[config.mk]
export PLATFORM = sky130hd
export DESIGN_NAME = req_initiator
export DESIGN_NICKNAME = d
export VERILOG_FILES = /design/src/rtl/req_init_pkg.sv /design/src/rtl/req_init_timer.sv /design/src/rtl/req_initiator.sv
export SDC_FILE = /design/constraint.sdc
export NUM_CORES = 1
export LEC_CHECK = 0
export BUFFER_PORTS_ARGS = -buffer_cell sky130_fd_sc_hd__buf_4
export CAP_MARGIN = 20
export CORE_MARGIN = 2
export CORE_UTILIZATION = 50
export CTS_BUF_LIST = sky130_fd_sc_hd__clkbuf_4 sky130_fd_sc_hd__clkbuf_8 sky130_fd_sc_hd__clkbuf_16
export CTS_CLUSTER_DIAMETER = 150
export DETAILED_ROUTE_END_ITERATION = 6
export PLACE_DENSITY = 0.72
export SLEW_MARGIN = 10
export SYNTH_ARGS = -nofsm -noshare
export SYNTH_HDL_FRONTEND = slang
export SYNTH_SLANG_ARGS = --single-unit
[constraint.sdc]
create_clock -name clk -period 1.9 [get_ports clk]
set_input_delay 0.095 -clock clk [delete_from_list [all_inputs] [get_ports clk]]
set_output_delay 0.095 -clock clk [all_outputs]
set_load 0.05 [all_outputs]
[src/rtl/req_init_pkg.sv]
// Shared types and defaults for the req/gnt requester block.
// Optional statistics counters are enabled with REQ_INITIATOR_STATS_EN.
package req_init_pkg;

    typedef enum logic [1:0] {
        IDLE     = 2'd0,
        REQ_WAIT = 2'd1,
        GRANTED  = 2'd2,
        GAP      = 2'd3
    } state_t;

    localparam int DEF_LEN_W    = 4;
    localparam int DEF_TIMEOUT  = 16;
    localparam int DEF_IDLE_GAP = 2;
    localparam int STAT_W       = 16;

    // Bits needed to hold 0..max_val, never less than one bit.
    function automatic int cnt_width(input int max_val);
        return (max_val < 1) ? 1 : $clog2(max_val + 1);
    endfunction

endpackage

[src/rtl/req_init_timer.sv]
// Loadable up/down counter with a terminal-count flag. Used by the
// requester both as the grant-timeout counter and the idle-gap counter.
module req_init_timer #(
    parameter int W = 4
) (
    input  logic         clk,
    input  logic         rst_n,
    input  logic         load,
    input  logic [W-1:0] load_val,
    input  logic         inc,
    input  logic         dec,
    input  logic [W-1:0] term,
    output logic         tc
);

    logic [W-1:0] cnt;

    // Load has priority over counting; inc has priority over dec.
    always_ff @(posedge clk or negedge rst_n) begin
        if (!rst_n) begin
            cnt <= '0;
        end else if (load) begin
            cnt <= load_val;
        end else if (inc) begin
            cnt <= cnt + W'(1);
        end else if (dec) begin
            cnt <= cnt - W'(1);
        end
    end

    assign tc = (cnt == term);

endmodule

[src/rtl/req_initiator.sv]
// Requester end of the single-bit req/gnt handshake. Accepts a burst
// command, holds req until cmd_len+1 granted beats are counted, abandons
// after TIMEOUT consecutive ungranted cycles, then idles for IDLE_GAP.
// Define REQ_INITIATOR_STATS_EN to add saturating done/timeout counters.
module req_initiator
    import req_init_pkg::*;
#(
    parameter int LEN_W    = DEF_LEN_W,
    parameter int TIMEOUT  = DEF_TIMEOUT,
    parameter int IDLE_GAP = DEF_IDLE_GAP
) (
    input  logic             clk,
    input  logic             rst_n,
    input  logic             cmd_valid,
    output logic             cmd_ready,
    input  logic [LEN_W-1:0] cmd_len,
    output logic             req,
    input  logic             gnt,
    output logic             busy,
    output logic [LEN_W:0]   beat_cnt,
    output logic             done,
    output logic             timeout
`ifdef REQ_INITIATOR_STATS_EN
    ,
    output logic [STAT_W-1:0] stat_done_cnt,
    output logic [STAT_W-1:0] stat_timeout_cnt
`endif
);

    localparam int TO_W  = cnt_width(TIMEOUT);
    localparam int GAP_W = cnt_width(IDLE_GAP);
    localparam logic [TO_W-1:0]  TO_TERM  = TO_W'(TIMEOUT - 1);
    // GAP always lasts at least one cycle, so a zero gap loads the same as one.
    localparam logic [GAP_W-1:0] GAP_LOAD = GAP_W'((IDLE_GAP == 0) ? 0 : IDLE_GAP - 1);

    state_t           state;
    logic [LEN_W-1:0] len;
    logic             beat;
    logic             starved;
    logic             last_beat;
    logic             expire;
    logic             to_tc;
    logic             gap_tc;

    // req is high exactly in REQ_WAIT/GRANTED, so it qualifies every beat.
    assign beat      = req & gnt;
    assign starved   = req & ~gnt;
    assign last_beat = beat && (beat_cnt == {1'b0, len});
    assign expire    = starved & to_tc;

    assign cmd_ready = (state == IDLE);
    assign busy      = (state != IDLE);

    // Counts consecutive req-high/gnt-low cycles; any other cycle clears it.
    req_init_timer #(.W(TO_W)) u_grant_timer (
        .clk      (clk),
        .rst_n    (rst_n),
        .load     (~starved),
        .load_val ('0),
        .inc      (starved),
        .dec      (1'b0),
        .term     (TO_TERM),
        .tc       (to_tc)
    );

    // Loaded on every release, counts down to zero while in GAP.
    req_init_timer #(.W(GAP_W)) u_gap_timer (
        .clk      (clk),
        .rst_n    (rst_n),
        .load     (last_beat | expire),
        .load_val (GAP_LOAD),
        .inc      (1'b0),
        .dec      ((state == GAP) && !gap_tc),
        .term     ('0),
        .tc       (gap_tc)
    );

    // Burst control FSM with registered req/done/timeout/beat_cnt.
    always_ff @(posedge clk or negedge rst_n) begin
        if (!rst_n) begin
            state    <= IDLE;
            len      <= '0;
            req      <= 1'b0;
            done     <= 1'b0;
            timeout  <= 1'b0;
            beat_cnt <= '0;
        end else begin
            // NOTE: every state register here uses <= so all of them update
            // from the same pre-edge values; a blocking write would leak the
            // new value into later lines of this block.
            done    <= 1'b0;
            timeout <= 1'b0;
            unique case (state)
                IDLE: begin
                    if (cmd_valid) begin
                        len      <= cmd_len;
                        beat_cnt <= '0;
                        req      <= 1'b1;
                        state    <= REQ_WAIT;
                    end
                end
                REQ_WAIT, GRANTED: begin
                    if (beat) begin
                        beat_cnt <= beat_cnt + (LEN_W+1)'(1);
                    end
                    // Completion is checked first so it always wins over timeout.
                    if (last_beat) begin
                        req   <= 1'b0;
                        done  <= 1'b1;
                        state <= GAP;
                    end else if (expire) begin
                        req     <= 1'b0;
                        timeout <= 1'b1;
                        state   <= GAP;
                    end else begin
                        state <= gnt ? GRANTED : REQ_WAIT;
                    end
                end
                GAP: begin
                    if (gap_tc) begin
                        state <= IDLE;
                    end
                end
                default: state <= IDLE;
            endcase
        end
    end

`ifdef REQ_INITIATOR_STATS_EN
    // Saturating event counters, bumped on the edge that raises each pulse.
    always_ff @(posedge clk or negedge rst_n) begin
        if (!rst_n) begin
            stat_done_cnt    <= '0;
            stat_timeout_cnt <= '0;
        end else begin
            if (last_beat && stat_done_cnt != '1) begin
                stat_done_cnt <= stat_done_cnt + STAT_W'(1);
            end
            if (expire && stat_timeout_cnt != '1) begin
                stat_timeout_cnt <= stat_timeout_cnt + STAT_W'(1);
            end
        end
    end
`endif

endmodule

# Yosys cells after proc, flatten, opt, wreduce, memory -nomap -nowiden
# Index checks and enable logic that the tools add are counted.
dict set report classes {
  n_addsub 3
  eq_ne 9
  mux 21
  bitwise 5
  n_reduce_logical 13
}
# cell count
set ops {}
lappend ops {{5-bit 2-to-1 mux} 3}
lappend ops {{2-bit 2-to-1 mux} 7}
lappend ops {{5-bit by 1-bit adder with 5-bit output (second input constant)} 2}
lappend ops {{5-bit one-hot mux with 2 select lines} 1}
lappend ops {{1-bit 2-to-1 mux} 8}
lappend ops {{2-bit != test (second input constant)} 3}
lappend ops {{2-bit one-hot mux with 3 select lines} 1}
lappend ops {{3-bit AND reduction} 2}
lappend ops {{2-bit nonzero test} 3}
lappend ops {{5-bit by 4-bit equality test with 1-bit output} 1}
lappend ops {{5-bit by 4-bit equality test with 1-bit output (second input constant)} 1}
lappend ops {{2-bit equality test (second input constant)} 2}
lappend ops {{2-bit zero test} 2}
lappend ops {{2-bit AND reduction} 2}
lappend ops {{1-bit AND} 3}
lappend ops {{3-bit != test (second input constant)} 1}
lappend ops {{2-bit by 1-bit equality test with 1-bit output (second input constant)} 1}
lappend ops {{1-bit logical AND} 2}
lappend ops {{1-bit one-hot mux with 2 select lines} 1}
lappend ops {{2-bit OR reduction} 1}
lappend ops {{2-bit by 1-bit subtractor with 2-bit output (second input constant)} 1}
lappend ops {{1-bit zero test} 1}
lappend ops {{1-bit inverter} 1}
lappend ops {{1-bit OR} 1}
dict set report totals {
  regBits 21
  in_bits 8
  out_inout_bits 10
  word_cells 59
}

# Longest topological paths before layout
# Gate-level depths: netlist (run 1).
dict set report logic_depth {
  word_depth 6
  ltp_mapped 7
  mapped_depth_nobuf 6
}

# Hierarchy
# From an unflattened synthesis (run 1), not the netlist that was laid out.
dict set report unflattened {
  hier_cells 148
  area_unflattened_um2 1391.3
}
# module n_inst cells_each area_per_inst_um2 seq_area_each_um2
set by_module_without_submodules {}
lappend by_module_without_submodules {req_initiator 1 82 797.0 350.3}
lappend by_module_without_submodules {{req_init_timer (u_grant_timer)} 1 51 454.2 125.1}
lappend by_module_without_submodules {{req_init_timer (u_gap_timer)} 1 15 140.1 50.0}

# Worst setup path before layout (run 1)
# OpenSTA, ideal clock, no wires.
dict set report synth_timing {
  kind {register to register}
  from {register state[0]}
  to {register beat_cnt[4]}
  setup_ns 0.121
  arrival_time_ns 1.708
  required_time_ns 1.779
  path_slack_ns 0.071
  stages_incl_launch_ff 7
  path_buffers 0
  period_less_slack_ns 1.829
  cell_sequence {dfrtp_1 -> inv_1 -> ha_1 -> mux2i_1 -> a211oi_2 -> xnor2_1 -> nor2_1}
}
dict set report synth_via {
  elab_cells_between_ends 9
  classes_between {eq/ne: 4; mux: 1; reduce/logical: 4}
}
# item line_no
set synth_rtl {}
lappend synth_rtl {{from (decl)} req_initiator.sv:36} ;# state_t state;
lappend synth_rtl {{from (signal assigned)} req_initiator.sv:116} ;# state <= gnt ? GRANTED : REQ_WAIT;
lappend synth_rtl {{2-bit zero test (*)} n/a}
lappend synth_rtl {{net cmd_ready} req_initiator.sv:15} ;# output logic cmd_ready,
lappend synth_rtl {{2-bit != test (no line) or 2-bit nonzero test (tied branches)} n/a}
lappend synth_rtl {{3-bit AND reduction (no line)} n/a}
lappend synth_rtl {{to (signal assigned)} req_initiator.sv:104} ;# beat_cnt <= beat_cnt + (LEN_W+1)'(1);
lappend synth_rtl {{to (decl)} req_initiator.sv:20} ;# output logic [LEN_W:0] beat_cnt,
# The timed path passes the listed nets; every way through them passes the cells marked *.
# A chain may end at the register's enable or synchronous reset.

# Worst setup path in the final report (run 1)
dict set report layout_timing {
  from {register u_grant_timer.cnt[0]}
  to {register u_gap_timer.cnt[0]}
}
dict set report layout_via {
  elab_chain_cells 4
  elab_cells_between_ends 5
  classes_between {eq/ne: 1; mux: 1; bitwise: 2; reduce/logical: 1}
}
# item line_no
set layout_rtl {}
lappend layout_rtl {{from (decl)} req_init_timer.sv:16} ;# logic [W-1:0] cnt;
lappend layout_rtl {{from (signal assigned)} req_init_timer.sv:23} ;# cnt <= load_val;
lappend layout_rtl {{from (signal assigned)} req_init_timer.sv:25} ;# cnt <= cnt + W'(1);
lappend layout_rtl {{from (signal assigned)} req_init_timer.sv:27} ;# cnt <= cnt - W'(1);
lappend layout_rtl {{5-bit by 4-bit equality test with 1-bit output (*)} req_init_timer.sv:31} ;# assign tc = (cnt == term);
lappend layout_rtl {{1-bit AND (*)} req_initiator.sv:49} ;# assign expire = starved & to_tc;
lappend layout_rtl {{1-bit OR (*)} req_initiator.sv:70} ;# .load (last_beat | expire),
lappend layout_rtl {{2-bit 2-to-1 mux or 2-bit nonzero test (tied branches)} n/a}
lappend layout_rtl {{to (signal assigned)} req_init_timer.sv:23}
lappend layout_rtl {{to (signal assigned)} req_init_timer.sv:25}
lappend layout_rtl {{to (signal assigned)} req_init_timer.sv:27}
lappend layout_rtl {{to (decl)} req_init_timer.sv:16}
# Every way passes the cells marked *; elsewhere a longest branch is shown, timed or not.

==> results of run 1 <==
metal layers:
layer / routed length (um) / share of wire, % / global-route usage (%)
met1: 959 / 50 / 25.9
met4: 25 / 1.3 / 6.76
met2: 863 / 45 / 28.5
met5: 0 / 0 / 0
met3: 74 / 3.8 / 3.57
power by group through the flow:
stage          Sequential [W]  Combinational (W)  Clock, W
6_report             0.000775            0.00119  0.000231
3_5_place_dp         0.000787            0.00119         0
4_1_cts              0.000777            0.00120  0.000236
5_1_grt              0.000806            0.00133  0.000252
3_3_place_gp         0.000779            0.00117         0
2_1_floorplan        0.000938           0.000704         0
layout make-up:
| type | count | share of cell area [%] |
|---|---|---|
| Clock buffer | 4 | 2.30 |
| Inverter | 7 | 2.02 |
| Multi-Input combinational cell | 73 | 40.5 |
| Sequential cell | 21 | 40.3 |
| Tap cell | 27 | 2.59 |
| Timing Repair Buffer | 21 | 12.3 |
through the flow:
step	hold slack, ns	setup slack [ns]	total power [W]	utilization (%)	instance area [um2]
2_1_floorplan	-0.201	0.0708	0.00164	-	1090
4_1_cts	0.00693	0.239	0.00221	65.1	1300
6_report	0.0141	0.246	0.00219	65.1	1300
3_5_place_dp	-0.00487	0.261	0.00198	63.1	1260
3_3_place_gp	-0.00765	0.315	0.00195	63.1	1260
5_1_grt	0.00883	0.0601	0.00239	65.1	1300
layout by cell type (no fill, tap or decap), types with 2 or more instances in the layout:
master,count
nand3_1,5
ha_1,6
and2_1,3
nand2_1,5
nor2b_1,3
nor2_1,10
mux2_2,4
a21oi_1,3
nand2b_1,3
nor3_1,2
a211oi_2,2
xnor2_1,7
buf_4,20
inv_1,7
o21ai_0,3
dfrtp_1,21
xor2_1,2
clkbuf_4,4
a22oi_1,2
and3_1,2
path summary, 6_finish.rpt:
| path | slack, ns | end |
|---|---|---|
| max | 0.25 | u_gap_timer.cnt[0] |
| min | 0.01 | len[3] |
| max reg2reg | 0.25 | u_gap_timer.cnt[0] |
| min reg2reg | 0.48 | u_grant_timer.cnt[0] |
| max in group asynchronous | 1.50 | beat_cnt[1] |
| min in group asynchronous | 0.19 | state[1] |
state kept, by name, indices dropped and copies added (netlist names):
name	flops
beat_cnt	5
u_grant_timer.cnt	5
len	4
state	2
u_gap_timer.cnt	2
done	1
req	1
timeout	1
repair_timing:
item | in CTS | in global routing
hold buffers | 1 | 0
endpoints found under the hold margin | 21 | 0
setup endpoints to repair | 0 | 0
logic make-up after synthesis:
| family | after synthesis | share of synthesized area (%) |
|---|---|---|
| AND/OR/NAND/NOR | 37 | 18.8 |
| flip-flops | 21 | 48.3 |
| AO/OA/AOI/OAI | 16 | 10.6 |
| XOR/XNOR | 9 | 7.25 |
| buffers and inverters | 9 | 3.11 |
| adder cells (fa/ha/maj) | 6 | 6.90 |
| multiplexers | 5 | 5.06 |
worst max-delay path, cell delays in order (launching register included):
cell,delay (ns)
dfrtp_1,0.41
ha_1,0.22
and3_1,0.19
ha_1,0.18
and2_1,0.17
or3_1,0.37
==> key figures, run 1 <==
CTS
  – Root buffer cell: clkbuf_4
  – CTS max path bufs: 2
  – Postcts setup bufs: 0
  – CTS sink count: 21
  – Clk_lat worst skew: 0.30 ns
  – Number of gates resized after cts: 0
  – Total CTS buffers: 3
  – CTS tree: done
  – CTS clock-pin slew for the worst setup and hold paths: roughly 0.11 ns
  – H-tree levels: 1

Layout
  – Fraction of layout cells with a size suffix above 1: 26.2%
  – # fillers: 160
  – Register area: 526 um2
  – Ant diodes: 0
  – Final nets: 141
  – Area Growth Syn to Fin: 19.9%
  – Area of the multi-input gates: 528 um2
  – Layout Cells excl Fill: 153

Power
  – Comb pwr share: 54.1%
  – Net Sw Power: 0.00100 W
  – P_leak: between 0.6 and 0.7 nW
  – Pwr Density: approximately 1700 mW/mm2
  – Seq pwr share: about a third
  – Peak supply drop: 0.000810 V
  – Cell-internal power: 0.00119 W
  – Net Sw Frac: roughly 46%
  – Clock network power share: approximately a tenth

Setup path
  – Worst endpoint required time: 2.10 ns
  – Worst-path fanout max: 4
  – Setup crit end kind: register
  – FF-to-FF path depth: 5
  – Reg2reg start: u_grant_timer.cnt[0]
  – Type of origin of the critical path: register
  – CP Launch Point: u_grant_timer.cnt[0]
  – Crit path kind: reg -> reg
  – Crit path DAT: 1.85 ns

Yosys
  – Top-count cell post-synth: dfrtp_1
  – Post-synth EDFFs: 0
  – Register bit count reported by yosys: 21
  – Yosys top cell area share: around half
  – Yosys warnings: 0
  – Synth area leaders: dfrtp_1 (48%), ha_1 (6.9%), xnor2_1 (5.6%), mux2_2 (4.1%), nor2_1 (3.5%)
  – Synth cell count leaders: dfrtp_1 (21), nor2_1 (10), inv_1 (7), xnor2_1 (7), ha_1 (6)
  – Mapped Cells: ~100
  – Mapped Nets: 117
  – Syn Area/Cell: between 10 and 15 um2
  – Share of flip-flops with an asynchronous set or reset: 100%
  – Distinct cells, synth: 30
  – Largest area contributor in the netlist: dfrtp_1
  – Register area share after synthesis: about half
  – Cell Area, Synth: between 0.001 and 0.0015 mm2
  – Most common flop cell mapped by yosys: dfrtp_1

Global route
  – Total grt overflow: 0
  – Global-route wire length before repair: 3530 um
  – Vias in the first global route: 767
  – Initial antenna violation count: 0
  – GR Util All Layers: 18.5%
  – Largest net degree at the start of global routing: 22

Floorplan
  – Die width: 50.6 um
  – Row cnt: 16
  – # IOs: 18
  – Die area: 0.00256 mm2
  – Initial core utilization: 54.3%
  – Placeable Area: 0.00200 mm2
  – Die height: 50.6 um

Timing
  – RSZ-0062 raised after global routing: no
  – Period utilization: 87.1%
  – Final max-slew violation count: 0
  – Max_slew headroom: 76.7%
  – Skew final: 0.00267 ns
  – Worst-margin pin slew: 0.347 ns
  – Post-route minimum period: 1.65 ns
  – Setup TNS: 0 ns
  – Highest Clock Rate: 605 MHz
  – Final hold violation count: 0
  – Final setup viols: 0

Status
  – Status: completed

Detailed routing
  – Detailed Routing Iterations Pass 1: 4
  – Detailed Route Iter0 Violations: 15
  – Total routed wirelength: 1920 um
  – Via density: between 5 and 6
  – DRC Markers: 0
  – DR WL/cell: 12.6 um
  – Total number of vias: 798
  – Routed Antenna Nets: 0

Min path
  – Hold depth: 2
  – Hold Startpoint: cmd_len[3]
  – Worst min-delay path class: in -> reg

Place
  – Post-DP HPWL: approximately 1400 um
  – Port Buf Inserts: 17
  – Inst Count DP: roughly 150
  – Placer Congestion: 0.844

Run
  – MaxCap Viol Count: 0
No activity file was read; power rests on OpenSTA's default activity.
==> run 2, diff against run 1 <==
--- a/config.mk
+++ b/config.mk
@@ -13,6 +13,7 @@
 export CTS_CLUSTER_DIAMETER = 150
 export DETAILED_ROUTE_END_ITERATION = 6
 export PLACE_DENSITY = 0.72
+export RECOVER_POWER = 100
 export SLEW_MARGIN = 10
 export SYNTH_ARGS = -nofsm -noshare
 export SYNTH_HDL_FRONTEND = slang
==> run 2 against run 1 <==
  * Power is 5.3% lower
  * Routed wire length rose by 0.73%
  * Critical path depth unchanged
  * Highest routed layer unchanged
  * Critical path type unchanged
  * Sequential power barely moved
  * Fmax is 1.1% lower
==> key figures, run 2 (synthesis gave the netlist of run 1 again) <==
Status
  – Status: completed

Power
  – Peak supply drop: 0.000718 V
  – Net Sw Frac: 46.4%
  – Net Sw Power: just under 0.001 W
  – Comb pwr share: 51.8%
  – Pwr Density: 1670 mW/mm2
  – Cell-internal power: between 0.001 and 0.0015 W
  – Clock network power share: 11.0%
  – P_leak: between 0.5 and 0.6 nW
  – Seq pwr share: 37.2%

Min path
  – Hold depth: 2
  – Min-Delay Endpoint: len[0]
  – Worst min-delay path class: in -> reg
  – Hold Startpoint: cmd_len[0]

Detailed routing
  – Detailed Routing Iterations Pass 1: 4
  – Total number of vias: 811
  – DR WL/cell: between 10 and 15 um
  – Detailed Route Iter0 Violations: 10
  – Via density: between 5 and 6
  – Total routed wirelength: 1940 um
  – Routed Antenna Nets: 0
  – DRC Markers: 0

Run
  – MaxCap Viol Count: 0

CTS
  – CTS tree: done
  – Total CTS buffers: 3
  – Number of hold buffers added after CTS: 1
  – Clk_lat worst skew: 0.30 ns
  – CTS clock-pin slew for the worst setup and hold paths: 0.11 ns
  – CTS max path bufs: 2
  – Postcts setup bufs: 0
  – CTS sink count: 21
  – Number of gates resized after cts: 0
  – H-tree levels: 1
  – Root buffer cell: clkbuf_4

Setup path
  – Worst endpoint required time: ~2.1 ns
  – R2R Path End: u_gap_timer.cnt[0]
  – FF-to-FF path depth: 5
  – Crit path DAT: roughly 1.9 ns
  – Reg2reg start: u_grant_timer.cnt[0]
  – R2R Setup Slk: 0.23 ns
  – Most frequent cell on the critical path: ha_1
  – Largest stage delay on the critical path: 0.41 ns
  – Cell Chain, Critical Path: ha_1, and3_1, ha_1, and2_0, or3_1
  – Setup crit end kind: register
  – Worst-path fanout max: 4
  – CP bufs+invs: 0
  – Crit path max-delay family: simple AND/OR/NAND/NOR gates
  – Type of origin of the critical path: register
  – Max stage delay cell, worst path: dfrtp_1
  – Crit path kind: reg -> reg

Layout
  – Area Growth Syn to Fin: 14.0%
  – Most frequent cells in the layout: dfrtp_1 (21), clkbuf_1 (11), nor2_1 (10)
  – Fraction of layout cells with a size suffix above 1: 15.9%
  – Post-Route Utilization: 61.9%
  – Commonest non-fill, non-tap cell in the layout: dfrtp_1
  – Ant diodes: 0
  – Final nets: 141
  – Biggest regs: beat_cnt x5, u_grant_timer.cnt x5, len x4

Global route
  – Global-route wire length before repair: around 3500 um
  – GR Util All Layers: between 10% and 20%
  – Initial antenna violation count: 0
  – Total grt overflow: 0
  – Largest net degree at the start of global routing: 22
  – Vias in the first global route: between 700 and 800

Timing
  – Setup TNS: 0 ns
  – Highest Clock Rate: about 600 MHz
  – Post-route minimum period: between 1.5 and 2 ns
  – RSZ-0062 raised after global routing: no
  – Worst-margin pin slew: between 1 and 1.5 ns
  – Final setup viols: 0
  – Skew final: roughly 0.0022 ns
  – Final hold violation count: 0
  – Max_slew headroom: 25.3%
  – Period utilization: 88.0%
  – Final max-slew violation count: 0

Floorplan
  – # IOs: 18
  – Initial core utilization: 54.3%
  – Die width: 50.6 um
  – Die area: 0.00256 mm2
  – Row cnt: 16
  – Die height: 50.6 um
  – Placeable Area: 0.00200 mm2

Place
  – Port Buf Inserts: 17
  – Post-DP HPWL: roughly 1400 um
  – Placer Congestion: 0.844
==> run 2: cell types whose count changed in the layout (fill, tap and decap cells not counted) <==
cell and delta:
and2_0 +2, a2111oi_0 +1, and2_1 -2, clkbuf_2 +1, nor4_4 -1, buf_4 -12
a211oi_2 -2, nor4_2 +1, clkbuf_1 +11, a2111oi_1 -1, a211oi_1 +2
==> run 2: final cells by class <==
type                            instances  area (um2)
Fill cell                             176         762
Sequential cell                        21         526
Tap cell                               27        33.8
Inverter                                7        26.3
Multi-Input combinational cell         73         508
Clock buffer                            4        30.0
Timing Repair Buffer                   21         116
==> run 2: layer usage <==
metal	wire length (um)	global-route usage, %	vias to the layer above	part of all wire, %
met2	888	28.5	15	46
met5	0	0	-	0
met1	949	25.9	391	49
met3	74	3.57	4	3.8
met4	25	6.76	0	1.3
li1	-	-	401	-
==> run 2: worst max path at each step <==
stage	from	endpoint	slack, ns	cells past startpoint
6_report	u_grant_timer.cnt[0]	u_gap_timer.cnt[0]	0.23	5
5_1_grt	state[0]	beat_cnt[1]	0.03	7
4_1_cts	u_grant_timer.cnt[0]	u_gap_timer.cnt[0]	0.24	5
3_5_place_dp	u_grant_timer.cnt[0]	u_gap_timer.cnt[0]	0.26	5
3_3_place_gp	u_grant_timer.cnt[0]	u_gap_timer.cnt[0]	0.31	5
2_1_floorplan	state[0]	beat_cnt[4]	0.07	6
==> run 2: per-stage QoR <==
stage / power (W) / instances / hold WS, ns / area, um2 / setup slack (ns)
2_1_floorplan: 0.00164 / 103 / -0.201 / 1090 / 0.0708
5_1_grt: 0.00228 / 153 / 0.00883 / 1240 / 0.0303
3_3_place_gp: 0.00195 / 148 / -0.00765 / 1260 / 0.315
4_1_cts: 0.00221 / 153 / 0.00693 / 1300 / 0.239
6_report: 0.00208 / 153 / 0.0169 / 1240 / 0.227
3_5_place_dp: 0.00198 / 148 / -0.00487 / 1260 / 0.261
==> run 2: power by group through the flow <==
| stage | clock (W) | combinational, W | sequential, W |
|---|---|---|---|
| floorplan | 0 | 0.000704 | 0.000938 |
| global placement | 0 | 0.00117 | 0.000779 |
| detailed placement | 0 | 0.00119 | 0.000787 |
| CTS | 0.000236 | 0.00120 | 0.000777 |
| global route | 0.000252 | 0.00122 | 0.000805 |
| finish | 0.000228 | 0.00108 | 0.000772 |
